<file path="src/rtl/uart_tx_scheduler_if.sv">
// TX FIFO write-port bundle shared by the scheduler and the UART TX FIFO.
// The master drives the byte and strobe; the slave reports full.
interface uart_tx_scheduler_if;
    logic [7:0] fifo_wdata;
    logic       fifo_push;
    logic       fifo_full;

    modport master (
        output fifo_wdata,
        output fifo_push,
        input  fifo_full
    );

    modport slave (
        input  fifo_wdata,
        input  fifo_push,
        output fifo_full
    );
endinterface

</file>
<file path="src/rtl/uart_tx_scheduler.sv">
// Arbitrates the UART TX FIFO between RX echo and "HH:MM:SS\r\n" time prints.
// Optional AUTO_PRINT_EN adds a periodic print every PERIOD_CYCLES clocks.
module uart_tx_scheduler #(
    parameter int PERIOD_CYCLES = 100_000_000
) (
    input  logic                        clk,
    input  logic                        reset,
    input  logic [7:0]                  echo_data,
    input  logic                        echo_valid,
    input  logic                        print_req,
    input  logic [4:0]                  data_hour,
    input  logic [5:0]                  data_min,
    input  logic [5:0]                  data_sec,
    uart_tx_scheduler_if.master         fifo,
    output logic                        busy,
    output logic                        echo_drop
);

    typedef enum logic [1:0] {IDLE, ECHO, MSG} state_t;

    state_t     state;
    logic [7:0] echo_buf;
    logic       echo_pend;
    logic       print_pend;
    logic [3:0] idx;
    logic [4:0] snap_hour;
    logic [5:0] snap_min;
    logic [5:0] snap_sec;
    logic       auto_tick;
    logic       push;
    logic [7:0] msg_byte;
    logic       echo_pop;
    logic       print_in;
    logic       echo_any;
    logic       start_msg;

    if (PERIOD_CYCLES < 2) begin : g_bad_period
        $error("PERIOD_CYCLES must be at least 2");
    end

`ifdef AUTO_PRINT_EN
    localparam int CW = $clog2(PERIOD_CYCLES);
    logic [CW-1:0] tick_cnt;

    assign auto_tick = (tick_cnt == CW'(PERIOD_CYCLES - 1));

    always_ff @(posedge clk) begin
        if (reset)
            tick_cnt <= '0;
        else if (auto_tick)
            tick_cnt <= '0;
        else
            tick_cnt <= tick_cnt + 1'b1;
    end
`else
    assign auto_tick = 1'b0;
`endif

    function automatic logic [7:0] tens(input logic [5:0] v);
        return 8'h30 + 8'(v / 6'd10);
    endfunction

    function automatic logic [7:0] ones(input logic [5:0] v);
        return 8'h30 + 8'(v % 6'd10);
    endfunction

    always_comb begin
        msg_byte = 8'h00;
        case (idx)
            4'd0: msg_byte = tens({1'b0, snap_hour});
            4'd1: msg_byte = ones({1'b0, snap_hour});
            4'd2: msg_byte = 8'h3A;
            4'd3: msg_byte = tens(snap_min);
            4'd4: msg_byte = ones(snap_min);
            4'd5: msg_byte = 8'h3A;
            4'd6: msg_byte = tens(snap_sec);
            4'd7: msg_byte = ones(snap_sec);
            4'd8: msg_byte = 8'h0D;
            4'd9: msg_byte = 8'h0A;
            default: msg_byte = 8'h00;
        endcase
    end

    assign push      = (state != IDLE) && !fifo.fifo_full;
    assign busy      = (state != IDLE);
    assign echo_pop  = (state == ECHO) && push;
    assign print_in  = print_req | auto_tick;
    assign echo_any  = echo_pend | echo_valid;
    assign start_msg = (state == IDLE) && !echo_any
                       && (print_pend | print_in);

    assign fifo.fifo_push  = push;
    assign fifo.fifo_wdata = !push ? 8'h00 :
                             (state == ECHO) ? echo_buf : msg_byte;

    always_ff @(posedge clk) begin
        if (reset) begin
            state      <= IDLE;
            echo_buf   <= 8'h00;
            echo_pend  <= 1'b0;
            print_pend <= 1'b0;
            idx        <= 4'd0;
            snap_hour  <= 5'd0;
            snap_min   <= 6'd0;
            snap_sec   <= 6'd0;
            echo_drop  <= 1'b0;
        end else begin
            // A byte arriving while the slot is held and not draining is lost.
            echo_drop <= echo_valid && echo_pend && !echo_pop;

            if (echo_valid && (!echo_pend || echo_pop)) begin
                echo_buf  <= echo_data;
                echo_pend <= 1'b1;
            end else if (echo_pop) begin
                echo_pend <= 1'b0;
            end

            if (start_msg)
                print_pend <= 1'b0;
            else if (print_in)
                print_pend <= 1'b1;

            case (state)
                IDLE: begin
                    if (echo_any) begin
                        state <= ECHO;
                    end else if (start_msg) begin
                        state     <= MSG;
                        idx       <= 4'd0;
                        snap_hour <= data_hour;
                        snap_min  <= data_min;
                        snap_sec  <= data_sec;
                    end
                end
                ECHO: begin
                    if (push)
                        state <= IDLE;
                end
                MSG: begin
                    if (push) begin
                        if (idx == 4'd9) begin
                            state <= IDLE;
                            idx   <= 4'd0;
                        end else begin
                            idx <= idx + 4'd1;
                        end
                    end
                end
                default: state <= IDLE;
            endcase
        end
    end

endmodule

</file>
<file path="src/flat_wrapper.sv">
// flat-port wrapper written by rule: the top's interface ports become plain ports
module uart_tx_scheduler_flat 
#(
    parameter int PERIOD_CYCLES = 100_000_000
)
  (clk, reset, echo_data, echo_valid, print_req, data_hour, data_min, data_sec, busy, echo_drop, fifo_fifo_wdata, fifo_fifo_push, fifo_fifo_full);
  uart_tx_scheduler_if fifo_i ();
  input  logic clk;
  input  logic reset;
  input  logic [7:0] echo_data;
  input  logic echo_valid;
  input  logic print_req;
  input  logic [4:0] data_hour;
  input  logic [5:0] data_min;
  input  logic [5:0] data_sec;
  output logic busy;
  output logic echo_drop;
  output wire logic [$bits(fifo_i.fifo_wdata)-1:0] fifo_fifo_wdata;
  output wire logic [$bits(fifo_i.fifo_push)-1:0] fifo_fifo_push;
  input wire logic [$bits(fifo_i.fifo_full)-1:0] fifo_fifo_full;
  assign fifo_fifo_wdata = fifo_i.fifo_wdata;
  assign fifo_fifo_push = fifo_i.fifo_push;
  assign fifo_i.fifo_full = fifo_fifo_full;
  uart_tx_scheduler #(.PERIOD_CYCLES(PERIOD_CYCLES)) u_core (.clk(clk), .reset(reset), .echo_data(echo_data), .echo_valid(echo_valid), .print_req(print_req), .data_hour(data_hour), .data_min(data_min), .data_sec(data_sec), .fifo(fifo_i), .busy(busy), .echo_drop(echo_drop));
endmodule
</file>
<file path="config.mk">
export PLATFORM = sky130hd
export DESIGN_NAME = uart_tx_scheduler_flat
export DESIGN_NICKNAME = d
export VERILOG_FILES = /design/src/rtl/uart_tx_scheduler_if.sv /design/src/rtl/uart_tx_scheduler.sv /design/src/flat_wrapper.sv
export SDC_FILE = /design/constraint.sdc
export NUM_CORES = 1
export LEC_CHECK = 0
export BUFFER_PORTS_ARGS = -buffer_cell sky130_fd_sc_hd__buf_2
export CAP_MARGIN = 20
export CORE_ASPECT_RATIO = 0.5
export CORE_MARGIN = 1
export CORE_UTILIZATION = 61
export DETAILED_ROUTE_END_ITERATION = 10
export PLACE_DENSITY_LB_ADDON = 0.12
export SYNTH_ARGS = -nofsm -noshare
export SYNTH_HDL_FRONTEND = slang
export SYNTH_SLANG_ARGS = --single-unit
</file>
<file path="constraint.sdc">
create_clock -name clk -period 5.4 [get_ports clk]
set_input_delay 0.27 -clock clk [delete_from_list [all_inputs] [get_ports clk]]
set_output_delay 0.27 -clock clk [all_outputs]
set_load 0.01 [all_outputs]
</file>
==> results.toml <==
[synthesis]
postSynthCellCount = 359
synth-compound-area-share_pct = 28.9
synth_top_area_share_pct = 26.7
ys_seq_area_share_pct = 26.7
yosysTopAreaCell = "dfxtp_1"
syn_area_um2 = 2550
synth_cell_types = 62
synth_warnings = 0
synth_most_common_cell = "nand2_1"
ys_seq_elements = 34
synth_top_family_by_area = "simple AND/OR/NAND/NOR gates"
synth_fa_ha_area_share_pct = 2.94
netlist_top_cells_count = "nand2_1, a21oi_1, dfxtp_1, clkbuf_1, nor2_1"
synthTopCellsByArea = "dfxtp_1, a21oi_1, nand2_1"
synth_edf_count = 0
synthFlopType = "dfxtp_1"
synthMuxAreaShare_pct = 0.784
syn_nets = 395
postSynth.asyncResetShare_pct = 0
synth_area_per_cell_um2 = 7.11
synth-xor-area-share_pct = 2.06
yosys.area_share.simple_pct = 33.0

[floorplan]
die_y_um = 47.8
io_pins = 41
die_area_um2 = 4460
fp.dieW_um = 93.5
initial_core_util_pct = 64.4
row_count = 16
core_um2 = 3960

[detailed_routing]
first_pass_iters = 5
wirelength_um = 6670
wl_per_cell_um = 15.3
remaining_drc_errors = 0
via_count = 2677
ant_nets = 0
drtIter0Drc = 293
viasPerCell = 6.13

[grt]
grt_max_degree = 35
grtUsageMet3_pct = 5.40
grt_use_met1_pct = 46.2
grt_use_met2_pct = 47.4
grt_pass1_vias = 2167
grt-busiest-layer = "met2"
grt_overflow = 0
antenna_found_initial = 0
grt_pass1_wl_um = 10300
grt_util_all_layers_pct = 30.9

[sta]
hold_viol_final = 0
maxSlewViolCount = 0
max_slew_margin_pct = 52.1
fmax_mhz = 298
tightest_slew_ns = 0.717
grt_setup_unrepaired = "no"
setup_viol = 0
fin_crit_sh_pct = 62.1
setup_tns_ns = 0
finClkSkew_ns = 0.00903
fin_crit_ns = 3.36

[cells_and_area]
fill_cells = 343
drive_gt1_share_pct = 15.4
num-nets-final = 418
final-seq-area_um2 = 681
diodes = 0
post-route-util_pct = 72.1
multiInputGateArea_um2 = 1730
areaGrowthSynthToFinish_pct = 11.9

[worst_setup_path]
crit_chain = "a211oi_1, a21o_1, ha_1, nand2b_1, a211o_1, a2111oi_0, a311oi_1, o21ai_0, buf_2"
worstSetupPathType = "flip-flop to output port"
cp_slowest_cell = "dfxtp_1"
critical_path.max_stage_delay_ns = 0.72
crit_fanout = 19
worstPathRequired_ns = 5.13
end_kind = "output port"
worstPathArrival_ns = 3.09
cp-start-kind = "flip-flop"

[power]
vdd_ir_drop_max_mv = 0.210
clkPwrFrac_pct = 40.9
power_density_nw_per_um2 = 253
p_int_mw = 0.519
combinationalPowerShare_pct = 18.8
seqPwrFrac_pct = 40.2
power_switching_mw = 0.203
p_leak_nw = 1.10
p_sw_share_pct = 28.1

[cts]
cts_resized = 0
cts_hold_buf = 0
cts_max_level = 2
clk_latency_ns = 0.30
cts_tree = "yes"
clk_pin_slew_worst_paths_ns = 0.08
postCtsSetupBuffers = 0
cts-root-buf = "clkbuf_8"
clkSinkCount = 34
cts_made_buffers = 5
clock_path_buffers = 2

[placed_design]
portBuffers = 40
hpwl_um = 4970
place.gp.congestion = 0.985

[worst_hold_path]
holdCritPathClass = "input pin to flip-flop"

[run_status]
status = "finished clean"

[run]
cap_violations = 0
[flip-flops by register name (all words and copies together), names as in the netlist]
register and cells:
u_core.state 2, u_core.snap_sec 6, u_core.echo_buf 8, u_core.print_pend 1, u_core.echo_pend 1, u_core.echo_drop 1
u_core.idx 4, u_core.snap_hour 5, u_core.snap_min 6
[final timing paths]
check	from	to	slack, ns	cells past startpoint
hold reg to reg	u_core.snap_sec[0]	u_core.snap_sec[0]	0.46	2
setup / recovery	u_core.snap_sec[4]	fifo_fifo_wdata[6]	2.04	9
setup reg to reg	u_core.state[1]	u_core.idx[2]	3.07	6
hold / removal	data_min[1]	u_core.snap_min[1]	0.20	3
[through the flow]
stage	instance area, um2	instances	power (mW)	setup slack, ns	hold WS [ns]
floorplan	2550	359	0.393	2.90	0.406
global placement	2710	429	0.425	2.52	0.445
detailed placement	2710	429	0.430	2.40	0.450
CTS	2860	437	0.721	2.07	0.205
global route	2860	437	0.758	1.85	0.208
finish	2860	437	0.722	2.04	0.204
[routing by layer]
layer	vias up	wire, um	share of wire, %
met2	124	2740	41
li1	1346	-	-
met5	-	0	0
met4	0	41	0.61
met3	5	645	9.7
met1	1202	3240	49
[power groups by stage]
stage                     Clock, mW  Sequential, mW  Combinational [mW]
after global routing          0.311           0.294               0.153
final                         0.296           0.291               0.136
after CTS                     0.296           0.290               0.135
after global placement            0           0.295               0.131
after detailed placement          0           0.296               0.134
after floorplan                   0           0.281               0.112
[final cells by class]
class / instances / share of cell area, %
Clock buffer: 6 / 2.89
Clock inverter: 2 / 2.10
Inverter: 10 / 1.31
Multi-Input combinational cell: 291 / 60.5
Sequential cell: 34 / 23.8
Tap cell: 54 / 2.37
Timing Repair Buffer: 40 / 7.01
[kinds of logic after synthesis]
| kind of cell | after synthesis |
|---|---|
| AOI/OAI and AO/OA | 113 |
| xor gates and xnor gates | 6 |
| adders and majority gates | 6 |
| buffers and inverters | 34 |
| DFF | 34 |
| muxes | 2 |
| and+or+nand+nor | 164 |
[worst max-delay path, delay by kind of cell, from the launching register on]
| kind | cells | cell delay [ns] |
|---|---|---|
| simple gates | 1 | 0.14 |
| compound gates | 6 | 1.58 |
| fa+ha+maj | 1 | 0.19 |
| flops | 1 | 0.72 |
| buf+inv | 1 | 0.15 |
[layout by cell type, fill, tap and decap left out, types with 3 or more instances in the layout]
| cell | instances |
|---|---|
| o21ai_0 | 13 |
| o211ai_1 | 3 |
| nand3_1 | 11 |
| a211oi_1 | 4 |
| and2_1 | 4 |
| ha_1 | 6 |
| a221o_1 | 3 |
| nor4_1 | 3 |
| o22ai_1 | 3 |
| a311oi_1 | 3 |
| dfxtp_1 | 34 |
| nor2b_1 | 11 |
| clkbuf_8 | 6 |
| nor2_1 | 17 |
| o311ai_0 | 3 |
| a2111oi_0 | 3 |
| a31oi_1 | 4 |
| nand2b_1 | 12 |
| a21oi_1 | 51 |
| a211o_1 | 3 |
| xnor2_1 | 4 |
| nand2_1 | 67 |
| inv_1 | 10 |
| buf_2 | 40 |
| nor3_1 | 16 |
| nor3b_1 | 3 |
Note: power is estimated with default switching activity, not from simulation.
